<file path="config.mk">
export PLATFORM = sky130hd
export DESIGN_NAME = pipelined_decode_stage_flat
export DESIGN_NICKNAME = d
export VERILOG_FILES = /design/src/rtl/pipelined_decode_stage_pkg.sv /design/src/rtl/pipelined_decode_stage_if.sv /design/src/rtl/decode_fields.sv /design/src/rtl/pipelined_decode_stage.sv /design/src/flat_wrapper.sv
export SDC_FILE = /design/constraint.sdc
export NUM_CORES = 1
export LEC_CHECK = 0
export ABC_AREA = 1
export CAP_MARGIN = 20
export CORE_MARGIN = 2
export CORE_UTILIZATION = 45
export DETAILED_ROUTE_END_ITERATION = 7
export GPL_TIMING_DRIVEN = 0
export PLACE_DENSITY = 0.79
export SYNTH_ARGS = -nofsm -noshare
export SYNTH_HDL_FRONTEND = slang
export SYNTH_HIERARCHICAL = 1
export SYNTH_SLANG_ARGS = --single-unit
</file>
<file path="constraint.sdc">
create_clock -name clk -period 2.15 [get_ports clk]
set_input_delay 0.645 -clock clk [delete_from_list [all_inputs] [get_ports clk]]
set_output_delay 0.645 -clock clk [all_outputs]
set_load 0.1 [all_outputs]
</file>
<file path="src/rtl/pipelined_decode_stage_pkg.sv">
// Shared definitions for the decode stage: opcodes, field positions
// (bit 0 is the MSB of the instruction word), FSM states and small helpers.
package pipelined_decode_stage_pkg;

  localparam int INSTR_W = 32;

  localparam logic [5:0] OPC_ALU  = 6'b101010;
  localparam logic [5:0] OPC_LD   = 6'b100000;
  localparam logic [5:0] OPC_SD   = 6'b100001;
  localparam logic [5:0] OPC_BEZ  = 6'b100010;
  localparam logic [5:0] OPC_BNEZ = 6'b100011;
  localparam logic [5:0] OPC_NOP  = 6'b111100;

  localparam int FLD_OPC_FIRST   = 0;
  localparam int FLD_OPC_LAST    = 5;
  localparam int FLD_RD_FIRST    = 6;
  localparam int FLD_RD_LAST     = 10;
  localparam int FLD_RA_FIRST    = 11;
  localparam int FLD_RA_LAST     = 15;
  localparam int FLD_RB_FIRST    = 16;
  localparam int FLD_RB_LAST     = 20;
  localparam int FLD_PPP_FIRST   = 21;
  localparam int FLD_PPP_LAST    = 23;
  localparam int FLD_WW_FIRST    = 24;
  localparam int FLD_WW_LAST     = 25;
  localparam int FLD_ALUOP_FIRST = 26;
  localparam int FLD_ALUOP_LAST  = 31;

  typedef enum logic [1:0] {
    ST_EMPTY = 2'd0,
    ST_HELD  = 2'd1,
    ST_STALL = 2'd2
  } state_t;

  // ALU operations routed to the special-function unit.
  function automatic logic is_sfu_op(input logic [0:5] aluop);
    return aluop[1] | (aluop[0:4] == 5'b00111);
  endfunction

  // ALU operations that take no rB operand.
  function automatic logic alu_rb_unused(input logic [0:5] aluop);
    return (aluop == 6'b000100) | (aluop == 6'b000101) |
           (aluop == 6'b001101) | aluop[1];
  endfunction

endpackage

</file>
<file path="src/rtl/pipelined_decode_stage_if.sv">
// Handshake, decoded-output and writeback bundle of the decode stage.
interface pipelined_decode_stage_if #(
  parameter int REG_AW = 5,
  parameter int IMM_W  = 16
);
  import pipelined_decode_stage_pkg::*;

  logic                in_valid;
  logic                in_ready;
  logic [0:INSTR_W-1]  instruction;
  logic                flush;
  logic                out_valid;
  logic                out_ready;
  logic [REG_AW-1:0]   rA_address;
  logic [REG_AW-1:0]   rB_address;
  logic [REG_AW-1:0]   rD_address;
  logic [5:0]          alu_operation;
  logic [2:0]          ppp;
  logic [1:0]          ww;
  logic [IMM_W-1:0]    immediate_address;
  logic                alu, sfu, ld, sd, bez, bnez, nop, illegal;
  logic                wb_valid;
  logic [REG_AW-1:0]   wb_addr;

  modport slave (
    input  in_valid, instruction, flush, out_ready, wb_valid, wb_addr,
    output in_ready, out_valid, rA_address, rB_address, rD_address,
           alu_operation, ppp, ww, immediate_address,
           alu, sfu, ld, sd, bez, bnez, nop, illegal
  );

  modport master (
    output in_valid, instruction, flush, out_ready, wb_valid, wb_addr,
    input  in_ready, out_valid, rA_address, rB_address, rD_address,
           alu_operation, ppp, ww, immediate_address,
           alu, sfu, ld, sd, bez, bnez, nop, illegal
  );
endinterface

</file>
<file path="src/rtl/decode_fields.sv">
// Purely combinational field extraction and instruction classification.
module decode_fields
  import pipelined_decode_stage_pkg::*;
#(
  parameter int REG_AW = 5,
  parameter int IMM_W  = 16
) (
  input  logic [0:INSTR_W-1] instruction,
  output logic [REG_AW-1:0]  rA_address,
  output logic [REG_AW-1:0]  rB_address,
  output logic [REG_AW-1:0]  rD_address,
  output logic [5:0]         alu_operation,
  output logic [2:0]         ppp,
  output logic [1:0]         ww,
  output logic [IMM_W-1:0]   immediate_address,
  output logic               alu, sfu, ld, sd, bez, bnez, nop, illegal
);

  logic [0:5]       opc_s;
  logic [0:5]       aluop_s;
  logic [4:0]       rd_f_s, ra_f_s, rb_f_s;
  logic [2:0]       ppp_f_s;
  logic [1:0]       ww_f_s;
  logic [IMM_W-1:0] imm_f_s;

  assign opc_s   = instruction[FLD_OPC_FIRST:FLD_OPC_LAST];
  assign rd_f_s  = instruction[FLD_RD_FIRST:FLD_RD_LAST];
  assign ra_f_s  = instruction[FLD_RA_FIRST:FLD_RA_LAST];
  assign rb_f_s  = instruction[FLD_RB_FIRST:FLD_RB_LAST];
  assign ppp_f_s = instruction[FLD_PPP_FIRST:FLD_PPP_LAST];
  assign ww_f_s  = instruction[FLD_WW_FIRST:FLD_WW_LAST];
  assign aluop_s = instruction[FLD_ALUOP_FIRST:FLD_ALUOP_LAST];
  assign imm_f_s = instruction[INSTR_W-IMM_W:INSTR_W-1];

  // Decode by opcode; anything unlisted becomes an illegal no-op.
  always_comb begin
    rA_address        = '0;
    rB_address        = '0;
    rD_address        = '0;
    alu_operation     = 6'd0;
    ppp               = 3'd0;
    ww                = 2'd0;
    immediate_address = '0;
    {alu, sfu, ld, sd, bez, bnez, nop, illegal} = 8'd0;
    case (opc_s)
      OPC_ALU: begin
        rA_address    = REG_AW'(ra_f_s);
        rD_address    = REG_AW'(rd_f_s);
        rB_address    = alu_rb_unused(aluop_s) ? '0 : REG_AW'(rb_f_s);
        ppp           = ppp_f_s;
        ww            = ww_f_s;
        alu_operation = aluop_s;
        sfu           = is_sfu_op(aluop_s);
        alu           = ~is_sfu_op(aluop_s);
      end
      OPC_LD, OPC_SD: begin
        ld                = (opc_s == OPC_LD);
        sd                = (opc_s == OPC_SD);
        rD_address        = REG_AW'(rd_f_s);
        immediate_address = imm_f_s;
      end
      OPC_BEZ, OPC_BNEZ: begin
        bez               = (opc_s == OPC_BEZ);
        bnez              = (opc_s == OPC_BNEZ);
        rD_address        = REG_AW'(rd_f_s);
        rB_address        = REG_AW'(rd_f_s);
        immediate_address = imm_f_s;
      end
      OPC_NOP: begin
        nop = 1'b1;
      end
      default: begin
        nop     = 1'b1;
        illegal = 1'b1;
      end
    endcase
  end

endmodule

</file>
<file path="src/rtl/pipelined_decode_stage.sv">
// Single-entry decode stage: registers the decoded word, holds it back while
// a source register is still pending, and tracks outstanding writes.
module pipelined_decode_stage
  import pipelined_decode_stage_pkg::*;
#(
  parameter int NUM_REGS      = 32,
  parameter int REG_AW        = $clog2(NUM_REGS),
  parameter int IMM_W         = 16,
  parameter int SCOREBOARD_EN = 1
) (
  input logic                      clk,
  input logic                      reset,
  pipelined_decode_stage_if.slave  bus
);

  localparam logic [NUM_REGS-1:0] ONE_C = {{(NUM_REGS-1){1'b0}}, 1'b1};

  state_t              state_r, state_next_s;
  logic [NUM_REGS-1:0] pending_r, pending_next_s, clr_mask_s, set_mask_s;
  logic                hazard_s, out_valid_s, in_ready_s, issue_s, accept_s;

  logic [REG_AW-1:0]   dec_ra_s, dec_rb_s, dec_rd_s;
  logic [5:0]          dec_aluop_s;
  logic [2:0]          dec_ppp_s;
  logic [1:0]          dec_ww_s;
  logic [IMM_W-1:0]    dec_imm_s;
  logic [7:0]          dec_flags_s;

  logic [REG_AW-1:0]   ra_r, rb_r, rd_r;
  logic [5:0]          aluop_r;
  logic [2:0]          ppp_r;
  logic [1:0]          ww_r;
  logic [IMM_W-1:0]    imm_r;
  logic                alu_r, sfu_r, ld_r, sd_r, bez_r, bnez_r, nop_r, illegal_r;

  decode_fields #(.REG_AW(REG_AW), .IMM_W(IMM_W)) u_decode (
    .instruction       (bus.instruction),
    .rA_address        (dec_ra_s),
    .rB_address        (dec_rb_s),
    .rD_address        (dec_rd_s),
    .alu_operation     (dec_aluop_s),
    .ppp               (dec_ppp_s),
    .ww                (dec_ww_s),
    .immediate_address (dec_imm_s),
    .alu               (dec_flags_s[7]),
    .sfu               (dec_flags_s[6]),
    .ld                (dec_flags_s[5]),
    .sd                (dec_flags_s[4]),
    .bez               (dec_flags_s[3]),
    .bnez              (dec_flags_s[2]),
    .nop               (dec_flags_s[1]),
    .illegal           (dec_flags_s[0])
  );

  // Held word is blocked when any register it reads is still pending.
  always_comb begin
    hazard_s = 1'b0;
    if (SCOREBOARD_EN == 32'sd0) begin
      hazard_s = 1'b0;
    end else if (alu_r || sfu_r) begin
      hazard_s = pending_r[ra_r] || ((rb_r != '0) && pending_r[rb_r]);
    end else if (sd_r || bez_r || bnez_r) begin
      hazard_s = pending_r[rd_r];
    end else begin
      hazard_s = 1'b0;
    end
  end

  // Handshake outputs and next state of the holding-register FSM.
  always_comb begin
    out_valid_s  = reset && !bus.flush && (state_r == ST_HELD) && !hazard_s;
    issue_s      = out_valid_s && bus.out_ready;
    in_ready_s   = reset && !bus.flush && ((state_r == ST_EMPTY) || issue_s);
    accept_s     = bus.in_valid && in_ready_s;
    state_next_s = state_r;
    if (bus.flush) begin
      state_next_s = ST_EMPTY;
    end else if (accept_s) begin
      state_next_s = ST_HELD;
    end else if (issue_s) begin
      state_next_s = ST_EMPTY;
    end else begin
      case (state_r)
        ST_EMPTY: state_next_s = ST_EMPTY;
        ST_HELD:  state_next_s = hazard_s ? ST_STALL : ST_HELD;
        ST_STALL: state_next_s = hazard_s ? ST_STALL : ST_HELD;
        default:  state_next_s = ST_EMPTY;
      endcase
    end
  end

  // An issued write sets its bit after the writeback clear, so the set wins.
  assign clr_mask_s = bus.wb_valid ? (ONE_C << bus.wb_addr) : '0;
  assign set_mask_s = (issue_s && (alu_r || sfu_r || ld_r) && (rd_r != '0))
                      ? (ONE_C << rd_r) : '0;
  assign pending_next_s = (SCOREBOARD_EN != 32'sd0)
                          ? (((pending_r & ~clr_mask_s) | set_mask_s) & ~ONE_C)
                          : '0;

  // FSM state and pending scoreboard registers.
  always_ff @(posedge clk) begin
    if (!reset) begin
      state_r   <= ST_EMPTY;
      pending_r <= '0;
    end else begin
      state_r   <= state_next_s;
      pending_r <= pending_next_s;
    end
  end

  // Holding register for the decoded word, loaded only on accept.
  always_ff @(posedge clk) begin
    if (!reset) begin
      ra_r <= '0; rb_r <= '0; rd_r <= '0;
      aluop_r <= 6'd0; ppp_r <= 3'd0; ww_r <= 2'd0; imm_r <= '0;
      {alu_r, sfu_r, ld_r, sd_r, bez_r, bnez_r, nop_r, illegal_r} <= 8'd0;
    end else if (accept_s) begin
      ra_r <= dec_ra_s; rb_r <= dec_rb_s; rd_r <= dec_rd_s;
      aluop_r <= dec_aluop_s; ppp_r <= dec_ppp_s; ww_r <= dec_ww_s;
      imm_r <= dec_imm_s;
      {alu_r, sfu_r, ld_r, sd_r, bez_r, bnez_r, nop_r, illegal_r} <= dec_flags_s;
    end
  end

  assign bus.in_ready          = in_ready_s;
  assign bus.out_valid         = out_valid_s;
  assign bus.rA_address        = ra_r;
  assign bus.rB_address        = rb_r;
  assign bus.rD_address        = rd_r;
  assign bus.alu_operation     = aluop_r;
  assign bus.ppp               = ppp_r;
  assign bus.ww                = ww_r;
  assign bus.immediate_address = imm_r;
  assign bus.alu               = alu_r;
  assign bus.sfu               = sfu_r;
  assign bus.ld                = ld_r;
  assign bus.sd                = sd_r;
  assign bus.bez               = bez_r;
  assign bus.bnez              = bnez_r;
  assign bus.nop               = nop_r;
  assign bus.illegal           = illegal_r;

endmodule

</file>
<file path="src/flat_wrapper.sv">
// flat-port wrapper written by rule: the top's interface ports become plain ports
module pipelined_decode_stage_flat import pipelined_decode_stage_pkg::*;
#(
  parameter int NUM_REGS      = 32,
  parameter int REG_AW        = $clog2(NUM_REGS),
  parameter int IMM_W         = 16,
  parameter int SCOREBOARD_EN = 1
)
  (clk, reset, bus_in_valid, bus_instruction, bus_flush, bus_out_ready, bus_wb_valid, bus_wb_addr, bus_in_ready, bus_out_valid, bus_rA_address, bus_rB_address, bus_rD_address, bus_alu_operation, bus_ppp, bus_ww, bus_immediate_address, bus_alu, bus_sfu, bus_ld, bus_sd, bus_bez, bus_bnez, bus_nop, bus_illegal);
  pipelined_decode_stage_if #(.REG_AW(REG_AW), .IMM_W(IMM_W)) bus_i ();
  input logic clk;
  input logic reset;
  input wire logic [$bits(bus_i.in_valid)-1:0] bus_in_valid;
  input wire logic [$bits(bus_i.instruction)-1:0] bus_instruction;
  input wire logic [$bits(bus_i.flush)-1:0] bus_flush;
  input wire logic [$bits(bus_i.out_ready)-1:0] bus_out_ready;
  input wire logic [$bits(bus_i.wb_valid)-1:0] bus_wb_valid;
  input wire logic [$bits(bus_i.wb_addr)-1:0] bus_wb_addr;
  output wire logic [$bits(bus_i.in_ready)-1:0] bus_in_ready;
  output wire logic [$bits(bus_i.out_valid)-1:0] bus_out_valid;
  output wire logic [$bits(bus_i.rA_address)-1:0] bus_rA_address;
  output wire logic [$bits(bus_i.rB_address)-1:0] bus_rB_address;
  output wire logic [$bits(bus_i.rD_address)-1:0] bus_rD_address;
  output wire logic [$bits(bus_i.alu_operation)-1:0] bus_alu_operation;
  output wire logic [$bits(bus_i.ppp)-1:0] bus_ppp;
  output wire logic [$bits(bus_i.ww)-1:0] bus_ww;
  output wire logic [$bits(bus_i.immediate_address)-1:0] bus_immediate_address;
  output wire logic [$bits(bus_i.alu)-1:0] bus_alu;
  output wire logic [$bits(bus_i.sfu)-1:0] bus_sfu;
  output wire logic [$bits(bus_i.ld)-1:0] bus_ld;
  output wire logic [$bits(bus_i.sd)-1:0] bus_sd;
  output wire logic [$bits(bus_i.bez)-1:0] bus_bez;
  output wire logic [$bits(bus_i.bnez)-1:0] bus_bnez;
  output wire logic [$bits(bus_i.nop)-1:0] bus_nop;
  output wire logic [$bits(bus_i.illegal)-1:0] bus_illegal;
  assign bus_i.in_valid = bus_in_valid;
  assign bus_i.instruction = bus_instruction;
  assign bus_i.flush = bus_flush;
  assign bus_i.out_ready = bus_out_ready;
  assign bus_i.wb_valid = bus_wb_valid;
  assign bus_i.wb_addr = bus_wb_addr;
  assign bus_in_ready = bus_i.in_ready;
  assign bus_out_valid = bus_i.out_valid;
  assign bus_rA_address = bus_i.rA_address;
  assign bus_rB_address = bus_i.rB_address;
  assign bus_rD_address = bus_i.rD_address;
  assign bus_alu_operation = bus_i.alu_operation;
  assign bus_ppp = bus_i.ppp;
  assign bus_ww = bus_i.ww;
  assign bus_immediate_address = bus_i.immediate_address;
  assign bus_alu = bus_i.alu;
  assign bus_sfu = bus_i.sfu;
  assign bus_ld = bus_i.ld;
  assign bus_sd = bus_i.sd;
  assign bus_bez = bus_i.bez;
  assign bus_bnez = bus_i.bnez;
  assign bus_nop = bus_i.nop;
  assign bus_illegal = bus_i.illegal;
  pipelined_decode_stage #(.NUM_REGS(NUM_REGS), .REG_AW(REG_AW), .IMM_W(IMM_W), .SCOREBOARD_EN(SCOREBOARD_EN)) u_core (.clk(clk), .reset(reset), .bus(bus_i));
endmodule
</file>
==> results_dict.tcl, run 1 <==
set metrics [dict create \
    htreeDepth 3 \
    synth-xor-area-share_pct 0 \
    fp.dieH_um 116 \
    synth_top_flop_cell "dfxtp_1" \
    finalCritPeriodShare_pct 130 \
    final.setup_skew_ns 0.0118 \
    cp-start-kind "flop" \
    yosys-top-cells-count "214 x inv_1, 212 x nand2_1, 155 x nor2_1" \
    syn_inst 1011 \
    rsz0062_at_grt "true" \
    max_freq_ghz 0.358 \
    synth-edff-count 0 \
    cp_max_fo 7 \
    whs_path_depth 2 \
    place_hpwl_mm 13.9 \
    layout_setup_ws_ns -0.646 \
    p_per_area_mw_per_mm2 555 \
    ioPinCount 95 \
    synth_area_mm2 0.00566 \
    io_buffers 90 \
    ys.warnings.count 6 \
    core_area_mm2 0.0122 \
    period_needed_ns 2.80 \
    path_clk_slew_ns 0.07 \
    fin_util_pct 66.9 \
    tritoncts "done" \
    violations "setup timing" \
    vias 7092 \
    cts_inserted_buffers 9 \
    nets 1193 \
    synth.distinct_cells 27 \
    overflow 0 \
    min-delay-start "u_core/pending_r[13]" \
    worstSetupEndpointType "output port" \
    synth_top_family_by_area "simple AND/OR/NAND/NOR gates" \
    status "complete, but fails checks" \
    synth_top_cell_area_share_pct 29.3 \
    cp_data_required_time_ns 1.50 \
    tightest_slew_ns 0.954 \
    min_path_type "reg2reg" \
    grt_pass1_vias 6237 \
    hold_end "u_core/pending_r[13]" \
    final_antenna_net_count 0 \
    ys_seq_area_share_pct 29.3 \
    antenna_found_initial 0 \
    synth_fa_ha_area_share_pct 0.442 \
    yosysTopAreaCell "dfxtp_1" \
    layout-drive-gt1-share_pct 22.0 \
    initial_core_util_pct 46.6 \
    grtUsageTotal_pct 30.1 \
    grt_pass1_wl_mm 31.5 \
    syn_nets 1056 \
    cts_sinks 83 \
    yosys-top-cells-area "dfxtp_1 29%, inv_1 14%, nand2_1 14%" \
    drc 0 \
    drt_iter0_drc 901 \
    critical_path_arrival_ns 2.15 \
    hold_viol_final 0 \
    diodes 0 \
    leakagePower_nw 3.58 \
    maxCapViolCount 0 \
    finalSetupViolations 85 \
    dp_slack_ns -1.61 \
    r2r_slack_ns -0.23 \
    synthArstFlopShare_pct 0 \
    die_w_um 116 \
    grt_max_degree 16 \
    ir_worst_vdd_mv 0.385 \
    crit_type "reg2out" \
    ctsRootBufferMaster "clkbuf_16" \
    timing.rr.start "u_core/bus.rA_address[2]" \
    place.gp.congestion 0.997 \
    max_slew_margin_pct 36.7 \
    rows 40 \
    clock_latency_ns 0.36 \
    max-clock-path-buffers 2 \
    dieArea_mm2 0.0135 \
    r2r_cells 17 \
    avgSynthCellArea_um2 5.60 \
    dr.pass1.iters 5 \
    ys_ff_latch 83 \
    wl_mm 20.5 \
    yosysMostFrequentCell "inv_1" \
    wl_per_cell_um 15.5 \
    syn2layout_area_growth_pct 43.7 \
    synth.area.mux_share_pct 0 \
    synthSimpleGateAreaFrac_pct 42.7 \
    hold_buffers 0 \
    via_per_inst 5.37 \
    synth_compound_area_share_pct 7.55 \
    reg2reg_to "u_core/bus.alu_operation[0]" \
    drv_slew 0 \
]
[worst max-delay path, cell delays in order, from the launching register on]
cell and delay [ns]:
dfxtp_4 0.43, clkinvlp_4 0.21, nand3_1 0.15, nand3_2 0.09, nand3_2 0.09, nand3_2 0.07
nand2_2 0.09, nand3_4 0.09, nand2_4 0.10, nand4_4 0.09, a21oi_4 0.19, buf_12 0.19
[registers in the layout, indices dropped and copies added, names as in the netlist, 2 cells and up]
register	count
u_core/bus.alu_operation	6
u_core/bus.rA_address	5
u_core/bus.ww	2
u_core/bus.rB_address	5
u_core/bus.rD_address	5
u_core/pending_r	31
u_core/bus.immediate_address	16
u_core/bus.ppp	3
u_core/state_r	2
[cell type report]
cell class              instances  area (um^2)
fillers                      1075         4020
multi-input cells             639         3290
flip-flops and latches         83         1700
repair buffers                127         1340
inverters                     231          900
plain buffers                  57          399
clock buffers                   9          225
well taps                     168          210
clock inverters                 7         73.8
[stage by stage]
| stage | setup TNS (ns) | std cells | hold WS (ns) | power, mW | area, um^2 |
|---|---|---|---|---|---|
| final | -15.37 | 1321 | 0.481 | 4.52 | 8140 |
| after global routing | -25.62 | 1321 | 0.508 | 4.69 | 8140 |
| after CTS | -18.20 | 1310 | 0.480 | 4.45 | 7850 |
| after detailed placement | -39.98 | 1269 | 0.469 | 2.75 | 6880 |
| after global placement | -37.81 | 1269 | 0.464 | 2.74 | 6880 |
| after floorplan | -1.25 | 1011 | 0.454 | 2.44 | 5770 |
[worst max path at each step]
stage,start,end,slack [ns],depth (start not counted)
after floorplan,u_core/bus.rA_address[0],bus_in_ready,-0.60,12
after CTS,u_core/bus.rA_address[0],bus_in_ready,-0.61,14
after detailed placement,bus_flush,bus_in_ready,-1.61,7
after global placement,bus_flush,bus_in_ready,-1.59,7
after global routing,u_core/bus.rA_address[0],bus_in_ready,-0.73,13
final,u_core/bus.rA_address[2],bus_in_ready,-0.65,11
[cells in the final DEF (no fill, tap or decap), types with 19 or more instances in the layout]
master,n
a21oi_1,42
buf_4,19
nand2_1,197
dfxtp_1,67
buf_6,31
clkdlybuf4s50_1,38
nand4_1,61
inv_1,208
nand3_1,59
nand3_2,42
nor2_1,145
o21ai_0,31
clkdlybuf4s15_2,42
clkbuf_1,22
[timing repair]
action,4_1_cts,5_1_grt
endpoints found under the setup margin,135,92
gates cloned,11,2
resized for setup,253,82
buffers inserted,15,13
pin swaps,23,40
[per-layer routing]
layer	vias up	wire length [um]	GRT usage [%]	part of all wire [%]
li1	3406	-	-	-
met5	-	0	0	0
met1	3182	8300	39.2	40
met4	0	876	12.6	4.3
met2	429	9130	48.0	45
met3	75	2210	7.16	11
[cell families after synthesis]
group                      count (synthesis)
DFF                                       83
AOI/OAI and AO/OA                         83
buffers and inverters                    290
adders and majority gates                  2
and+or+nand+nor                          553
[where the power goes]
part           internal (mW)  switching [mW]
logic                  0.383           0.878
clock network          0.911           0.710
registers               1.58          0.0527
total                   2.88            1.64
(Power assumes the default switching activity.)
==> run 2, diff against run 1 <==
CORE_ASPECT_RATIO = 0.5   (was unset)
==> results_dict.tcl, run 2 (synthesized netlist as in run 1, its figures left out) <==
set metrics [dict create \
    place.gp.congestion 0.944 \
    cp_max_fo 4 \
    finalSetupViolations 83 \
    core_area_mm2 0.0121 \
    layout-drive-gt1-share_pct 20.1 \
    maxCapViolCount 0 \
    layout_setup_ws_ns -0.695 \
    drt_iter0_drc 809 \
    dieArea_mm2 0.0136 \
    p_per_area_mw_per_mm2 556 \
    whs_path_depth 2 \
    overflow 0 \
    grt_pass1_vias 6138 \
    rows 28 \
    clock_latency_ns 0.35 \
    drc 0 \
    ir_worst_vdd_mv 0.345 \
    cp_data_required_time_ns 1.50 \
    cts_inserted_buffers 9 \
    dp_slack_ns -1.75 \
    max-clock-path-buffers 2 \
    layout_common_cells "208 x inv_1, 201 x nand2_1, 147 x nor2_1" \
    io_buffers 90 \
    fp.dieH_um 83.3 \
    via_per_inst 5.32 \
    dr.pass1.iters 8 \
    final_antenna_net_count 0 \
    layout_commonest_cell "inv_1" \
    hold_viol_final 0 \
    status "complete, but fails checks" \
    whs_ns 0.492 \
    max_freq_ghz 0.352 \
    initial_core_util_pct 47.0 \
    total_power_mw 4.36 \
    wl_per_cell_um 15.6 \
    ioPinCount 95 \
    htreeDepth 3 \
    drv_slew 0 \
    worstSetupEndpointType "output port" \
    antenna_found_initial 0 \
    regMostFlops "u_core/pending_r" \
    syn2layout_area_growth_pct 38.7 \
    min_path_type "reg2reg" \
    r2r_slack_ns -0.27 \
    cts_sinks 83 \
    r2r_cells 18 \
    violations "setup timing" \
    largest_reg_flops 31 \
    path_clk_slew_ns 0.06 \
    grt_max_degree 16 \
    grt_pass1_wl_mm 30.8 \
    critical_path_arrival_ns 2.20 \
    place_hpwl_mm 14.4 \
    finalCritPeriodShare_pct 132 \
    tightest_slew_ns 0.569 \
    final.setup_skew_ns 0.00831 \
    die_w_um 163 \
    rsz0062_at_grt "true" \
    max_slew_margin_pct 62.3 \
    leakagePower_nw 3.43 \
    wl_mm 20.3 \
    vias 6924 \
    period_needed_ns 2.84 \
    tritoncts "done" \
    ctsRootBufferMaster "clkbuf_16" \
    nets 1177 \
    grtUsageTotal_pct 28.7 \
    hold_buffers 0 \
    cp-start-kind "flop" \
    crit_type "reg2out" \
    diodes 0 \
]
[run 2: cell types whose count changed in the layout (fill, tap and decap cells not counted), sizes merged]
| cell | change |
|---|---|
| bufinv | -1 |
| inv | +1 |
| dlygate4sd2 | -1 |
| clkdlybuf4s15 | -1 |
| buf | -22 |
| clkbuf | +10 |
| clkinv | -2 |
[run 2: metrics by stage]
stage,area [um^2],TNS (ns),utilization [%],cells
final,7850,-13.20,65.2,1302
after global routing,7850,-21.69,65.2,1302
after CTS,7520,-8.13,62.4,1293
after detailed placement,6880,-53.31,57.1,1266
after global placement,6880,-48.82,57.1,1266
after floorplan,5770,-1.25,-,1011
[run 2: what timing repair did]
item                       in CTS  in global routing
cloned                          6                  4
setup endpoints to repair     134                 94
pin swaps                      10                 31
buffers inserted                5                  6
gates resized for setup       220                 71
[run 2: path summary, 6_finish.rpt]
path | endpoint | startpoint
worst max register to register | u_core/bus.rA_address[4] | u_core/bus.rA_address[0]
worst max-delay path | bus_in_ready | u_core/bus.rA_address[0]
worst min-delay path | u_core/pending_r[13] | u_core/pending_r[13]
worst min register to register | u_core/pending_r[13] | u_core/pending_r[13]
[run 2: per-layer routing]
layer / vias to the layer above / global-route usage, % / part of all wire, %
met3: 70 / 6.14 / 11
met5: - / 0 / 0
met1: 3082 / 37.7 / 42
met4: 0 / 11.2 / 3.5
met2: 420 / 46.0 / 44
li1: 3352 / - / -
[run 2: final cells by class]
cell class / instances / area [um^2]
inverter: 231 / 886
fill: 1094 / 4200
multi-input combinational: 639 / 3210
timing repair buffer: 110 / 1170
buffer: 58 / 379
clock inverter: 5 / 42.5
tap: 165 / 206
sequential: 83 / 1700
clock buffer: 11 / 254
[run 2: worst max-delay path, stage by stage (launching register included)]
cell     delay, ns
dfxtp_4       0.40
buf_8         0.13
buf_12        0.10
nand2_1       0.04
nand3_1       0.12
nand3_2       0.13
nand3_2       0.09
nand3_2       0.07
nand2_2       0.08
nand3_2       0.11
nand2_4       0.10
nand4_4       0.09
a21oi_4       0.19
buf_12        0.19
[run 2: report_power, final]
part	switching, mW	internal, mW	total (mW)	leakage [nW]
logic	0.859	0.351	1.21	2.60
clock network	0.657	0.868	1.52	0.144
registers	0.0459	1.58	1.63	0.684
==> run 3, diff against run 2 <==
PLACE_DENSITY = 0.76   (was 0.79)
TNS_END_PERCENT = 20   (was unset)
clock period = 2.88 ns   (was 2.15 ns; I/O delays follow)
==> results_dict.tcl, run 3 (synthesized netlist as in run 1, its figures left out) <==
set metrics [dict create \
    status "complete, but fails checks" \
    violations "setup timing" \
    slowest_stage "dfxtp_4" \
    final_antenna_net_count 0 \
    dieArea_mm2 0.0136 \
    fillCellCount 1184 \
    layout-drive-gt1-share_pct 11.2 \
    path_delay_family "simple AND/OR/NAND/NOR gates" \
    largest_reg_flops 31 \
    tritoncts "done" \
    grt_pass1_wl_mm 31.0 \
    hold_viol_final 0 \
    core_area_mm2 0.0121 \
    fp.dieH_um 83.3 \
    place.gp.congestion 0.931 \
    drc 0 \
    rows 28 \
    wl_per_cell_um 14.9 \
    hold_end "u_core/pending_r[25]" \
    max_slew_margin_pct 33.9 \
    cpMostUsedCell "nand3_2" \
    r2r_slack_ns 0.39 \
    whs_ns 0.477 \
    hold_buffers 0 \
    maxCapViolCount 0 \
    total_power_mw 3.22 \
    multi_input_area_mm2 0.00303 \
    nets 1166 \
    rsz0062_at_grt "true" \
    path_clk_slew_ns 0.06 \
    clock_latency_ns 0.35 \
    overflow 0 \
    io_buffers 90 \
    setup.worst_path.start "u_core/bus.rA_address[0]" \
    slowest_delay_ns 0.36 \
    whs_path_depth 2 \
    critical_path_buf_inv_count 3 \
    crit_path_cell_trace "buf_6 -> buf_16 -> nor2_4 -> nor2_1 -> nand2_1 -> nand3_1 -> nand3_2 -> nand3_2 -> nand2_2 -> nand3_2 -> nand2_2 -> nand4_4 -> a21oi_4 -> buf_12" \
    grt_max_degree 17 \
    cp-start-kind "flop" \
    timing.rr.start "u_core/bus.rA_address[0]" \
    leakagePower_nw 3.30 \
    drv_slew 0 \
    r2r_cells 19 \
    critical_path_arrival_ns 2.15 \
    final.setup_skew_ns 0.00910 \
    initial_core_util_pct 47.0 \
    min_path_type "reg2reg" \
    dp_cells 1266 \
    dr.pass1.iters 5 \
    max_freq_ghz 0.332 \
    grt_pass1_vias 6145 \
    period_needed_ns 3.01 \
    antenna_found_initial 0 \
    layout_setup_ws_ns -0.132 \
    cts_sinks 83 \
    min-delay-start "u_core/pending_r[25]" \
    vias 6757 \
    layout_common_cells "210 x inv_1, 208 x nand2_1, 148 x nor2_1" \
    wl_mm 19.2 \
    finalCritPeriodShare_pct 105 \
    worstSetupEndpointType "output port" \
    cp_data_required_time_ns 2.02 \
    via_per_inst 5.23 \
    place_hpwl_mm 14.4 \
    p_per_area_mw_per_mm2 432 \
    crit_type "reg2out" \
    die_w_um 163 \
    seq_area_mm2 0.00170 \
    cts_inserted_buffers 9 \
    cp_max_fo 5 \
    reg2reg_to "u_core/bus.rA_address[2]" \
    tightest_slew_ns 0.988 \
    max-clock-path-buffers 2 \
    ir_worst_vdd_mv 0.266 \
    finalNonFillerCells 1291 \
    layout_commonest_cell "inv_1" \
    diodes 0 \
    drt_iter0_drc 681 \
    ctsRootBufferMaster "clkbuf_16" \
    regMostFlops "u_core/pending_r" \
    ioPinCount 95 \
    grtUsageTotal_pct 28.5 \
    htreeDepth 3 \
    finalSetupViolations 2 \
    syn2layout_area_growth_pct 31.8 \
]
[run 3: cell count changes in the layout (fill, tap and decap cells not counted), moves of 12 or more]
cell,delta
clkdlybuf4s50_1,+49
clkdlybuf4s15_2,-40
nand3_1,+18
nand3_2,-16
buf_6,-14
buf_2,+12
[run 3: timing repair]
item                       in CTS  in global routing
buffers inserted                6                  2
pin swaps                      15                  6
setup endpoints to repair       2                  2
gates cloned                    3                  0
resized for setup              56                 16
[run 3: routing by layer]
layer | wire [um] | global-route usage (%) | vias up
met5 | 0 | 0 | -
met4 | 356 | 6.92 | 0
met3 | 1600 | 6.29 | 40
met2 | 8500 | 45.4 | 315
met1 | 8740 | 39.3 | 3071
li1 | - | - | 3331
[run 3: area by class of cell]
type                       instances  share of cell area [%]
buffer                            57                    4.17
clock buffer                       9                    3.02
clock inverter                     7                   0.771
inverter                         231                    11.8
multi-input combinational        638                    40.6
sequential                        83                    22.7
tap                              165                    2.76
timing repair buffer             101                    14.2
[run 3: worst max path at each step]
stage	end	depth (start not counted)
floorplan	bus_in_ready	7
global placement	bus_in_ready	7
detailed placement	bus_in_ready	7
CTS	bus_in_ready	14
global route	bus_in_ready	14
finish	bus_in_ready	14
[run 3: tightest hold or removal path, delay by kind of cell (launching register included)]
family | cells | cell delay (ns)
DFF | 1 | 0.31
AOI/OAI and AO/OA | 2 | 0.12
[run 3: power breakdown]
part | switching (mW) | total [mW] | internal, mW
Clock | 0.529 | 1.13 | 0.603
Sequential | 0.0331 | 1.22 | 1.18
Combinational | 0.622 | 0.875 | 0.253
[run 3: through the flow]
stage / util [%] / setup TNS [ns] / area [um^2] / setup slack (ns)
final: 62.0 / -0.204 / 7470 / -0.132
after global routing: 62.0 / -0.385 / 7470 / -0.224
after CTS: 61.4 / -0.197 / 7400 / -0.113
after detailed placement: 57.0 / -3.69 / 6870 / -1.35
after global placement: 57.0 / -2.48 / 6870 / -1.30
after floorplan: - / -0.147 / 5760 / -0.147
